===== config.mk =====
export PLATFORM = sky130hd
export DESIGN_NAME = multicycle_sequencer
export DESIGN_NICKNAME = d
export VERILOG_FILES = /design/src/rtl/multicycle_sequencer.sv
export SDC_FILE = /design/constraint.sdc
export NUM_CORES = 1
export LEC_CHECK = 0
export CAP_MARGIN = 30
export CELL_PAD_IN_SITES_DETAIL_PLACEMENT = 0
export CELL_PAD_IN_SITES_GLOBAL_PLACEMENT = 2
export CORE_UTILIZATION = 29
export DETAILED_ROUTE_END_ITERATION = 8
export PLACE_DENSITY_LB_ADDON = 0.1
export SYNTH_ARGS = -nofsm -noshare
export SYNTH_HDL_FRONTEND = slang
export SYNTH_SLANG_ARGS = --single-unit

===== constraint.sdc =====
create_clock -name clk_i -period 3.6 [get_ports clk_i]
set_clock_uncertainty 0.2 [all_clocks]
set_input_delay 0.9 -clock clk_i [delete_from_list [all_inputs] [get_ports clk_i]]
set_output_delay 0.9 -clock clk_i [all_outputs]
set_load 0.05 [all_outputs]

===== src/rtl/multicycle_sequencer.sv =====
// Multicycle instruction sequencer: steps FETCH/DECODE/EXECUTE/MEM/WB, handles memory
// handshakes with a wait timeout, traps on illegal opcodes, and counts retired instructions.
module multicycle_sequencer #(
    parameter int unsigned TIMEOUT = 15
) (
    input  logic        clk_i,
    input  logic        rst_i,
    input  logic [6:0]  Op_i,
    input  logic        MemReady_i,
    output logic        MemRead_o,
    output logic        MemWrite_o,
    output logic        MemAddrSel_o,
    output logic        IRWrite_o,
    output logic        RegWrite_o,
    output logic        PCWrite_o,
    output logic [2:0]  State_o,
    output logic        Trap_o,
    output logic [1:0]  TrapCause_o,
    output logic [31:0] Retired_o
);

    typedef enum logic [2:0] {
        S_FETCH   = 3'd0,
        S_DECODE  = 3'd1,
        S_EXECUTE = 3'd2,
        S_MEM     = 3'd3,
        S_WB      = 3'd4,
        S_TRAP    = 3'd5
    } state_t;

    typedef enum logic [2:0] {
        CL_NONE   = 3'd0,
        CL_LOAD   = 3'd1,
        CL_STORE  = 3'd2,
        CL_BRANCH = 3'd3,
        CL_REG    = 3'd4
    } op_class_t;

    localparam logic [1:0] CAUSE_ILLEGAL = 2'd1;
    localparam logic [1:0] CAUSE_TIMEOUT = 2'd2;
    localparam logic [7:0] TIMEOUT_CNT   = 8'(TIMEOUT);

    // CL_NONE doubles as the "illegal opcode" marker
    function automatic op_class_t op_class(input logic [6:0] op);
        op_class_t cls;
        case (op)
            7'd3:                          cls = CL_LOAD;
            7'd35:                         cls = CL_STORE;
            7'd99:                         cls = CL_BRANCH;
            7'd19, 7'd51, 7'd55, 7'd103,
            7'd111:                        cls = CL_REG;
            default:                       cls = CL_NONE;
        endcase
        return cls;
    endfunction

    state_t    state_q, state_d;
    op_class_t cls_q, cls_d;
    logic [7:0]  wait_q, wait_d;
    logic [1:0]  cause_q, cause_d;
    logic [31:0] retired_q, retired_d;

    logic mem_read, mem_write, addr_sel, ir_write, reg_write, pc_write;

    always_comb begin
        state_d   = state_q;
        cls_d     = cls_q;
        wait_d    = 8'd0;
        cause_d   = cause_q;
        mem_read  = 1'b0;
        mem_write = 1'b0;
        addr_sel  = 1'b0;
        ir_write  = 1'b0;
        reg_write = 1'b0;
        pc_write  = 1'b0;

        case (state_q)
            S_FETCH: begin
                mem_read = 1'b1;
                if (MemReady_i) begin
                    ir_write = 1'b1;
                    state_d  = S_DECODE;
                end else if (wait_q == TIMEOUT_CNT) begin
                    state_d = S_TRAP;
                    cause_d = CAUSE_TIMEOUT;
                end else begin
                    wait_d = wait_q + 8'd1;
                end
            end
            S_DECODE: begin
                cls_d = op_class(Op_i);
                if (cls_d == CL_NONE) begin
                    state_d = S_TRAP;
                    cause_d = CAUSE_ILLEGAL;
                end else begin
                    state_d = S_EXECUTE;
                end
            end
            S_EXECUTE: begin
                case (cls_q)
                    CL_LOAD, CL_STORE: state_d = S_MEM;
                    CL_BRANCH: begin
                        pc_write = 1'b1;
                        state_d  = S_FETCH;
                    end
                    default:           state_d = S_WB;
                endcase
            end
            S_MEM: begin
                addr_sel  = 1'b1;
                mem_read  = (cls_q == CL_LOAD);
                mem_write = (cls_q == CL_STORE);
                if (MemReady_i) begin
                    if (cls_q == CL_STORE) begin
                        pc_write = 1'b1;
                        state_d  = S_FETCH;
                    end else begin
                        state_d = S_WB;
                    end
                end else if (wait_q == TIMEOUT_CNT) begin
                    state_d = S_TRAP;
                    cause_d = CAUSE_TIMEOUT;
                end else begin
                    wait_d = wait_q + 8'd1;
                end
            end
            S_WB: begin
                reg_write = 1'b1;
                pc_write  = 1'b1;
                state_d   = S_FETCH;
            end
            S_TRAP: begin
                state_d = S_TRAP;
            end
            default: begin
                state_d = S_TRAP;
                cause_d = CAUSE_ILLEGAL;
            end
        endcase

        // Reset aborts any in-flight handshake, so nothing may retire in that cycle
        if (rst_i) begin
            mem_read  = 1'b0;
            mem_write = 1'b0;
            ir_write  = 1'b0;
            reg_write = 1'b0;
            pc_write  = 1'b0;
        end

        retired_d = retired_q + {31'd0, pc_write};
    end

    always_ff @(posedge clk_i) begin
        if (rst_i) begin
            state_q   <= S_FETCH;
            cls_q     <= CL_NONE;
            wait_q    <= 8'd0;
            cause_q   <= 2'd0;
            retired_q <= 32'd0;
        end else begin
            state_q   <= state_d;
            cls_q     <= cls_d;
            wait_q    <= wait_d;
            cause_q   <= cause_d;
            retired_q <= retired_d;
        end
    end

    assign MemRead_o    = mem_read;
    assign MemWrite_o   = mem_write;
    assign MemAddrSel_o = addr_sel;
    assign IRWrite_o    = ir_write;
    assign RegWrite_o   = reg_write;
    assign PCWrite_o    = pc_write;
    assign State_o      = state_q;
    assign Trap_o       = (state_q == S_TRAP);
    assign TrapCause_o  = cause_q;
    assign Retired_o    = retired_q;

endmodule


==> qor.yml <==
drc: 0
grt_pass1_vias: 1982
dr.pass1.iters: 4
dominantRegCellSynth: "dfxtp_1"
antenna_found_initial: 0
start_kind: "primary input"
fin_crit_sh_pct: 92.8
worst_ep_required_time_ps: 2500
globalplace.congestion: 0.804
drv_slew: 0
rows: 32
status: "completed"
synthTopCellsByArea: "dfxtp_1, xor2_1, nor2_1"
whs_ps: 264
yosys.area.top_type: "dfxtp_1"
cts_resized: 0
path_clk_slew_ps: 90
cts_hold_buf: 0
p_leak_nw: 1.15
async_reset_ff_share_pct: 0
syn_area_per_cell_um2: 8.69
synth_top_area_share_pct: 40.4
diodes: 0
powerDensity_nw_per_um2: 324
slew_headroom_pct: 65.0
grt_pass1_wl_mm: 9.67
cpMaxStageDelayCell: "clkdlybuf4s50_1"
min_period_ps: 3340
cts.sinks: 48
place_inst: 429
die_w_um: 92.6
hp-class: "flop to flop"
wirelength_mm: 5.77
die_y_um: 92.6
clockBufferDepth: 2
yosysSeqAreaShare_pct: 40.4
drt_iter0_drc: 82
crit_fanout: 5
cts_buffers: 5
dp_slack_ps: 196
htreeDepth: 2
hpwl_mm: 4.19
ant_nets: 0
fmax_ghz: 0.299
worst_skew_pair.late_latency_ps: 300
rsz0062_at_grt: "false"
stdcell_count: 436
area.growth.synth_to_final_pct: 34.8
vias: 2047
fillCellCount: 832
setup_viol: 0
ios: 54
gr-total-overflow: 0
finalHoldViolations: 0
worstSetupPathType: "primary input to primary output"
cts_tree: "done"
grt_max_degree: 40
arrival_ps: 2240
max_stage_delay_ps: 490
die_area_um2: 8570
core_um2: 7850
cts_setup_buffers: 0
yosys_register_bits: 48
cts_root_buf: "clkbuf_8"
synth_edf_count: 0
syn_inst: 274
synth_nets: 287
syn_area_um2: 2380
io_buffers: 53
grt_usage_pct: 14.3
initial_core_util_pct: 30.3
drive_gt1_share_pct: 9.58
end_kind: "primary output"
path_cells: "clkdlybuf4s50_1 -> or2_1 -> nor4_2 -> buf_12"
nets: 347
yosysUniqueCellTypes: 47
cap_violations: 0
yosys_warnings: 0
tightest_slew_ps: 523
wl_per_cell_um: 13.2
worst_slack_ps: 260
viasPerCell: 4.69
irDropWorstVdd_uv: 127
==> final timing paths <==
path | start | endpoint | slack (ps) | cells past startpoint
hold / removal | wait_q[0]$_SDFF_PP0_ | wait_q[0]$_SDFF_PP0_ | 260 | 1
setup reg to reg | State_o[2]$_SDFF_PP0_ | Retired_o[26]$_SDFF_PP0_ | 710 | 13
setup / recovery | rst_i | MemWrite_o | 260 | 4
hold reg to reg | wait_q[0]$_SDFF_PP0_ | wait_q[0]$_SDFF_PP0_ | 260 | 1
==> metrics by stage <==
| stage | utilization, % | total power [mW] | setup TNS [ps] | cell area (µm²) |
|---|---|---|---|---|
| after floorplan | - | 0.661 | -29.2 | 2390 |
| after global placement | 39.8 | 0.738 | 0 | 3130 |
| after detailed placement | 39.8 | 0.736 | 0 | 3130 |
| after CTS | 40.9 | 1.06 | 0 | 3210 |
| after global routing | 40.9 | 1.09 | 0 | 3210 |
| final | 40.9 | 1.04 | 0 | 3210 |
==> cells in the mapped netlist (5+ instances only) <==
cell type,instances
and2_1,6
nor2b_1,6
clkbuf_1,7
nor2_1,54
and3_1,6
nand4_1,11
nand2_1,16
xnor2_1,10
a21oi_1,8
nand3_1,14
nand2b_1,6
nor3_1,5
dfxtp_1,48
xor2_1,28
==> worst max-delay path: cells and delay by family <==
kind | cells | cell delay, ps
buffers and inverters | 2 | 680
AND/OR/NAND/NOR | 2 | 660
==> final cells by class <==
class | count | area, µm² | area share [%]
Multi-Input combinational cell | 211 | 1370 | 42.7
Sequential cell | 48 | 961 | 30.0
Timing Repair Buffer | 61 | 641 | 20.0
Tap cell | 102 | 128 | 3.98
Clock buffer | 5 | 68.8 | 2.15
Inverter | 7 | 26.3 | 0.819
Clock inverter | 2 | 12.5 | 0.390
==> power by group <==
group | total (mW) | switching [mW] | leakage, nW | internal (mW)
logic | 0.173 | 0.104 | 0.726 | 0.0689
clock network | 0.317 | 0.185 | 0.0400 | 0.132
registers | 0.549 | 0.0103 | 0.387 | 0.539
total | 1.04 | 0.299 | 1.15 | 0.740
==> cell usage in the layout, fill, tap and decap left out, types with 5 or more instances in the layout <==
cell type | synthesis | routed
a21oi_1 | 8 | 8
and2_1 | 6 | 6
and3_1 | 6 | 6
buf_12 | 0 | 5
buf_4 | 0 | 8
clkbuf_8 | 0 | 5
clkdlybuf4s50_1 | 0 | 48
dfxtp_1 | 48 | 48
nand2_1 | 16 | 16
nand2b_1 | 6 | 6
nand3_1 | 14 | 14
nand4_1 | 11 | 11
nor2_1 | 54 | 53
nor2b_1 | 6 | 6
nor3_1 | 5 | 5
xnor2_1 | 10 | 10
xor2_1 | 28 | 28
==> sequential cells by signal, indices dropped and copies added (netlist names) <==
signal	cells
wait_q	8
Retired_o	32
cls_q	3
TrapCause_o	2
State_o	3
==> routing by layer <==
layer,GRT usage (%),wire length [µm],vias to the layer above
met5,0,0,-
met4,4.04,30,0
met3,4.19,267,2
met2,21.2,2460,37
met1,19.9,3010,947
li1,-,-,1061
==> cell families (layout without fill, tap and decap cells) <==
family / after synthesis / count (layout) / share of synthesized area (%)
xor+xnor: 38 / 38 / 14.0
flops: 48 / 48 / 40.4
fa+ha+maj: 3 / 3 / 1.58
simple gates: 143 / 143 / 32.5
compound gates: 27 / 27 / 9.10
buf+inv: 15 / 75 / 2.42
Note: power is estimated with default switching activity, not from simulation.
